**src/rtl/pipeline_pkg.sv**
```systemverilog
// Shared types for the elastic pipeline register family.
package pipeline_pkg;

   // Occupancy of the elastic buffer: nothing held, main entry held,
   // or main plus skid entries held.
   typedef enum logic [1:0] {
      BUF_EMPTY = 2'd0,
      BUF_FULL  = 2'd1,
      BUF_SKID  = 2'd2
   } pipe_buf_state_t;

endpackage : pipeline_pkg

```
**src/rtl/pipeline_elastic_reg_sat_counter.sv**
```systemverilog
// Saturating up-counter with synchronous clear; clear wins over increment.
module sat_counter #(
   parameter int CNT_W = 16
) (
   input  logic             CLK,
   input  logic             nRST,
   input  logic             inc,
   input  logic             clr,
   output logic [CNT_W-1:0] count
);

   logic [CNT_W-1:0] count_d;
   logic [CNT_W-1:0] count_q;

   // Next count: clear first, otherwise step unless already at all-ones.
   always_comb begin
      count_d = count_q;
      if (clr) begin
         count_d = '0;
      end else if (inc && (count_q != '1)) begin
         count_d = count_q + CNT_W'(1);
      end
   end

   // Counter register.
   always_ff @(posedge CLK or negedge nRST) begin
      if (!nRST) begin
         count_q <= '0;
      end else begin
         count_q <= count_d;
      end
   end

   assign count = count_q;

endmodule : sat_counter

```
**src/rtl/pipeline_elastic_reg.sv**
```systemverilog
// Elastic pipeline register: valid/ready stage with optional two-entry skid
// buffer, flush/hold hazard controls and bubble/stall performance counters.
//
// Handshake: a beat moves upstream when in_valid && in_ready and downstream
// when out_valid && out_ready, both on the rising edge of CLK. A producer
// must hold in_data stable while in_valid is high and not accepted; out_data
// is stable while out_valid is high and not accepted (unless flushed).
module pipeline_elastic_reg
   import pipeline_pkg::*;
#(
   parameter int WIDTH          = 64,
   parameter int SKID           = 1,
   parameter int CLEAR_ON_FLUSH = 1,
   parameter int CNT_W          = 16
) (
   input  logic             CLK,
   input  logic             nRST,
   input  logic             in_valid,
   output logic             in_ready,
   input  logic [WIDTH-1:0] in_data,
   output logic             out_valid,
   input  logic             out_ready,
   output logic [WIDTH-1:0] out_data,
   input  logic             flush,
   input  logic             hold,
   output logic [CNT_W-1:0] bubble_cnt,
   output logic [CNT_W-1:0] stall_cnt,
   input  logic             clr_cnt,
   output pipe_buf_state_t  dbg_state
);

   pipe_buf_state_t  state_d, state_q;
   logic [WIDTH-1:0] main_d_d, main_d_q;
   logic [WIDTH-1:0] skid_d_d, skid_d_q;
   logic             rst_done_d, rst_done_q;

   logic main_v;
   logic skid_v;
   logic accept;
   logic emit;

   // Valid bits are decoded from the occupancy state.
   assign main_v = (state_q != BUF_EMPTY);
   assign skid_v = (state_q == BUF_SKID);

   // Ready: with a skid buffer it depends on registered state only, which
   // cuts the out_ready -> in_ready path; without one it passes through.
   // rst_done_q keeps it low until the first edge after reset release.
   always_comb begin
      in_ready = 1'b0;
      if (SKID != 0) begin
         in_ready = !skid_v && !hold && !flush && rst_done_q;
      end else begin
         in_ready = (!main_v || out_ready) && !hold && !flush && rst_done_q;
      end
   end

   assign out_valid = main_v && !hold;
   assign out_data  = main_d_q;
   assign accept    = in_valid && in_ready;
   assign emit      = out_valid && out_ready;
   assign dbg_state = state_q;
   assign rst_done_d = 1'b1;

   // Next state and payload: flush beats hold beats the handshake.
   always_comb begin
      state_d  = state_q;
      main_d_d = main_d_q;
      skid_d_d = skid_d_q;
      if (flush) begin
         state_d = BUF_EMPTY;
         if (CLEAR_ON_FLUSH != 0) begin
            main_d_d = '0;
            skid_d_d = '0;
         end
      end else if (!hold) begin
         unique case (state_q)
            BUF_EMPTY: begin
               if (accept) begin
                  state_d  = BUF_FULL;
                  main_d_d = in_data;
               end
            end
            BUF_FULL: begin
               if (accept && emit) begin
                  main_d_d = in_data;
               end else if (accept) begin
                  // Only reachable with a skid buffer; without one,
                  // accepting while full implies a same-cycle emit.
                  if (SKID != 0) begin
                     state_d  = BUF_SKID;
                     skid_d_d = in_data;
                  end
               end else if (emit) begin
                  state_d = BUF_EMPTY;
               end
            end
            BUF_SKID: begin
               if (emit) begin
                  state_d  = BUF_FULL;
                  main_d_d = skid_d_q;
               end
            end
            default: begin
               state_d = BUF_EMPTY;
            end
         endcase
      end
   end

   // State and payload registers.
   always_ff @(posedge CLK or negedge nRST) begin
      if (!nRST) begin
         state_q    <= BUF_EMPTY;
         main_d_q   <= '0;
         skid_d_q   <= '0;
         rst_done_q <= 1'b0;
      end else begin
         state_q    <= state_d;
         main_d_q   <= main_d_d;
         skid_d_q   <= skid_d_d;
         rst_done_q <= rst_done_d;
      end
   end

   // Bubble: no valid beat offered (hold counts, since out_valid is gated).
   sat_counter #(.CNT_W(CNT_W)) u_bubble_cnt (
      .CLK   (CLK),
      .nRST  (nRST),
      .inc   (!out_valid),
      .clr   (clr_cnt),
      .count (bubble_cnt)
   );

   // Stall: beat offered but downstream not accepting.
   sat_counter #(.CNT_W(CNT_W)) u_stall_cnt (
      .CLK   (CLK),
      .nRST  (nRST),
      .inc   (out_valid && !out_ready),
      .clr   (clr_cnt),
      .count (stall_cnt)
   );

endmodule : pipeline_elastic_reg

```
**config.mk**
```make
export PLATFORM = sky130hd
export DESIGN_NAME = pipeline_elastic_reg
export DESIGN_NICKNAME = d
export VERILOG_FILES = /design/src/rtl/pipeline_pkg.sv /design/src/rtl/pipeline_elastic_reg_sat_counter.sv /design/src/rtl/pipeline_elastic_reg.sv
export SDC_FILE = /design/constraint.sdc
export NUM_CORES = 1
export LEC_CHECK = 0
export CORE_MARGIN = 4
export CORE_UTILIZATION = 48
export DETAILED_ROUTE_END_ITERATION = 7
export DONT_BUFFER_PORTS = 1
export MAX_ROUTING_LAYER = met4
export RECOVER_POWER = 25
export SETUP_SLACK_MARGIN = 0.1
export SYNTH_ARGS = -nofsm -noshare
export SYNTH_HDL_FRONTEND = slang
export SYNTH_SLANG_ARGS = --single-unit
```
**constraint.sdc**
```tcl
create_clock -name CLK -period 3.9 [get_ports CLK]
set_clock_uncertainty 0.05 [all_clocks]
set_input_delay 0.78 -clock CLK [delete_from_list [all_inputs] [get_ports CLK]]
set_output_delay 0.78 -clock CLK [all_outputs]
set_load 0.005 [all_outputs]
```
After elaboration in Yosys (flattened, before gate mapping)
Cells that the tools add are included.

Word-level logic and storage cells: 66. Output and inout port bits: 100. Input port bits: 71. Bits in registers: 163.

Reductions and logical operators: 25. Multiplexer cells: 22. Eq/ne operators: 11. Add/subtract/negate cells: 2.

Operators with widths (count): 2-to-1 mux 64 bit (9); case mux 64 bit (3 select lines) (1); 2-to-1 mux 16 bit (4); adder 16 x 1 -> 16 bit, second input constant (2); != test 16 bit, second input constant (2); 2-to-1 mux 2 bit (7); logical AND 1 bit (10); AND reduction 5 bit (2); nonzero test 2 bit (5); != test 3 bit, second input constant (3); case mux 2 bit (3 select lines) (1); zero test 1 bit (5); != test 2 bit, second input constant (2); != test 4 bit, second input constant (1); AND reduction 4 bit (1); nonzero test 4 bit (1); != test 3 x 2 -> 1 bit, second input constant (1); == test 2 x 1 -> 1 bit, second input constant (1); == test 2 bit, second input constant (1); zero test 2 bit (1).

Longest topological paths before layout
Depth in word-level cells: 11. Depth in mapped cells: 8. Depth with buffers taken out: 5.

Cells and area by module
From an unflattened synthesis, not the netlist that was laid out.

Cells, all modules: 822. Area total of the unflattened synthesis: 8425.6 µm².

By module, submodules not included: pipeline_elastic_reg (cells an instance 626, instances 1, area an instance 6541.3 µm²); sat_counter (cells an instance 98, instances 2, area an instance 942.2 µm²).

Least setup slack after synthesis
No wires, ideal clock.

Path kind: input to output. Start: in flush. End: out in_ready. Path buffers: 2. Arrival time: 1.695 ns. Path slack: 1.375 ns. Cell stages on the path: 4. Required time: 3.070 ns. Path through: a21oi_1 > clkbuf_1 > buf_1 > and3b_2.

Cells in the longest elaborated chain, start to end: 3.

RTL lines: start, declared (RTL line pipeline_elastic_reg.sv:24) `input logic flush,`; zero test 1 bit; logical AND 1 bit (2 in a row) (RTL line pipeline_elastic_reg.sv:52) `in_ready = !skid_v && !hold && !flush && rst_done_q;`; end, declared (RTL line pipeline_elastic_reg.sv:19) `output logic in_ready,`.

Every way passes these cells.

==> results.sh <==
export IMPL_layout_setup_ws_ps=1430
export IMPL_place_congestion=0.816
export IMPL_synth_distinct_cells=45
export IMPL_cp_arrival_ps=2460
export IMPL_critPathCaptureType="async pin"
export IMPL_synth_area_um2=7500
export IMPL_ys_seq_area_frac=0.544
export IMPL_critPathMaxFanout=92
export IMPL_ys_ff_latch=163
export IMPL_final_cell_mix="163 x dfrtp_1, 143 x nand2_1, 133 x o21ai_0"
export IMPL_die_area_um2=17700
export IMPL_async_flop_share=1.00
export IMPL_cap_violations=1
export IMPL_syn_to_final_growth_pct=9.56
export IMPL_final_area_um2=8220
export IMPL_synth_ff_type="dfrtp_1"
export IMPL_routedWlPerCell_um=18.6
export IMPL_synth_cells=795
export IMPL_crit_chain="clkbuf_2"
export IMPL_min_period_over_period=0.633
export IMPL_clkSlewWorstSetupHoldPaths_ps=60
export IMPL_vdd_drop_max_uv=276
export IMPL_cts_tree="done"
export IMPL_finalMaxSlewViolations=93
export IMPL_netlist_top_cells_area="dfrtp_1 54%, o21ai_0 8.9%, nand2_1 7.2%"
export IMPL_ant_nets=0
export IMPL_slowest_delay_ps=1620
export IMPL_cts_root_buf="clkbuf_16"
export IMPL_cts_buffer_depth=2
export IMPL_synth_nets=868
export IMPL_worst_path_max_delay_cell="clkbuf_2"
export IMPL_multiInputGateArea_um2=3190
export IMPL_setup_violations=0
export IMPL_yosysTopAreaCell="dfrtp_1"
export IMPL_htreeDepth=4
export IMPL_drive_gt1_frac=0.0699
export IMPL_finalNonFillerCells=983
export IMPL_initial_core_util=0.491
export IMPL_synth_edf_count=0
export IMPL_grt_start_max_net_pins=164
export IMPL_die_w_um=133
export IMPL_path_buf_inv=1
export IMPL_syn_area_per_cell_um2=9.43
export IMPL_core_area_um2=15300
export IMPL_antennaDiodeCount=0
export IMPL_gr_usage_all_layers=0.210
export IMPL_cts_buffers=17
export IMPL_io_pins=171
export IMPL_first_pass_iters=5
export IMPL_rows=45
export IMPL_required_ps=3890
export IMPL_timing_worst_setup_path_type="primary input to async pin"
export IMPL_status="complete, but fails checks"
export IMPL_drc=0
export IMPL_layout_commonest_cell="dfrtp_1"
export IMPL_violations="capacitance limit, slew limit"
export IMPL_wl_um=18300
export IMPL_overflow=0
export IMPL_max_freq_mhz=405
export IMPL_power_density_nw_per_um2=439
export IMPL_antenna_found_initial=0
export IMPL_fill_cells=1348
export IMPL_grt_pass1_wl_um=29400
export IMPL_fin_crit_ps=2470
export IMPL_cts_resized=0
export IMPL_cts_sinks=163
export IMPL_dp_hpwl_um=11000
export IMPL_die_height_um=133
export IMPL_rsz0062_at_grt="no"
export IMPL_p_leak_nw=3.28
export IMPL_clk_latency_ps=420
export IMPL_port_buffers=0
export IMPL_slew_headroom=-0.553
export IMPL_dpl_cell_count=949
export IMPL_crit_family="buffers and inverters"
export IMPL_worstMarginPinSlew_ps=2330
export IMPL_grt_pass1_vias=5536
export IMPL_layout_nets=833
export IMPL_fin_setup_tns_ps=0
export IMPL_hold_ws_ps=178
export IMPL_min_path_type="primary input to async pin"
export IMPL_regArea_um2=4080
export IMPL_placed_area_um2=7620
export IMPL_pre_cts_slack_ps=1410
export IMPL_vias=5722
export IMPL_viasPerCell=5.82
export IMPL_hold_violations=0
export IMPL_drtIter0Drc=387
export IMPL_synth_top_area_frac=0.544
export IMPL_start_kind="primary input"
export IMPL_yosys_warnings=0
-- Yosys cell counts (all sizes together), types with 3 or more instances --
library cell  instances
buf                  14
inv                   5
nand3                10
nand4                 7
mux2                  6
or4                  13
a41oi                 3
nor4                  8
nand2b               68
nor3b                 6
o31ai                10
or3                   7
a21oi                24
nor3                  6
dfrtp               163
a311oi                4
a22oi                64
o21ai               133
nor2b                 6
clkbuf               49
nand2               143
nor2                 18
and4                  3
-- registers in the layout, indices dropped and copies added, names as in the netlist --
register            count
u_stall_cnt.count      16
out_data               64
u_bubble_cnt.count     16
skid_d_q               64
rst_done_q              1
dbg_state               2
-- stage by stage --
stage	util	power [W]
finish	0.538	0.00361
global route	0.538	0.00377
CTS	0.536	0.00362
detailed placement	0.499	0.00204
global placement	0.499	0.00203
floorplan	-	0.00200
-- area by class of cell --
cell class	instances	area share
Sequential cell	163	0.496
Timing Repair Buffer	9	0.0137
Clock buffer	19	0.0539
Clock inverter	12	0.0133
Multi-Input combinational cell	564	0.388
Inverter	5	0.00228
Tap cell	211	0.0321
-- logic make-up after synthesis --
kind of cell / count (synthesis) / share of synthesized area
other: 1 / 0.000500
flip-flops: 163 / 0.544
adder cells (fa/ha/maj): 2 / 0.00334
multiplexers: 8 / 0.0117
AO/OA/AOI/OAI: 248 / 0.198
AND/OR/NAND/NOR: 305 / 0.206
buffers and inverters: 68 / 0.0360
-- metal layers --
layer / vias up / GRT usage / wire [um]
met2: 166 / 0.324 / 8800
met5: - / - / 0
met1: 2793 / 0.260 / 7620
li1: 2738 / - / -
met3: 25 / 0.0730 / 1560
met4: 0 / 0.0681 / 334
-- final timing paths --
| kind | from | endpoint | slack (ps) | depth (start not counted) |
|---|---|---|---|---|
| worst max-delay path | nRST | u_bubble_cnt.count[11]$_DFFE_PN0P_ | 1430 | 1 |
| worst min-delay path | nRST | skid_d_q[56]$_DFFE_PN0P_ | 180 | 1 |
| worst max register to register | u_bubble_cnt.count[0]$_DFFE_PN0P_ | u_bubble_cnt.count[12]$_DFFE_PN0P_ | 1560 | 5 |
| worst min register to register | out_data[58]$_DFFE_PN0P_ | out_data[58]$_DFFE_PN0P_ | 460 | 2 |
| max in group CLK | dbg_state[1]$_DFFE_PN0P_ | out_valid | 1450 | 2 |
| min in group CLK | clr_cnt | u_bubble_cnt.count[6]$_DFFE_PN0P_ | 370 | 1 |
-- repair_timing --
item / in CTS / in global routing
setup buffers: 0 / 0
hold endpoints to repair: 163 / 92
setup endpoints to repair: 0 / 0
-- report_power, final --
part	switching [W]	total, W	internal, W
clock	0.000672	0.00156	0.000892
combinational	0.000124	0.000206	0.0000821
sequential	0.0000744	0.00184	0.00176
No activity file was read; power rests on OpenSTA's default activity.
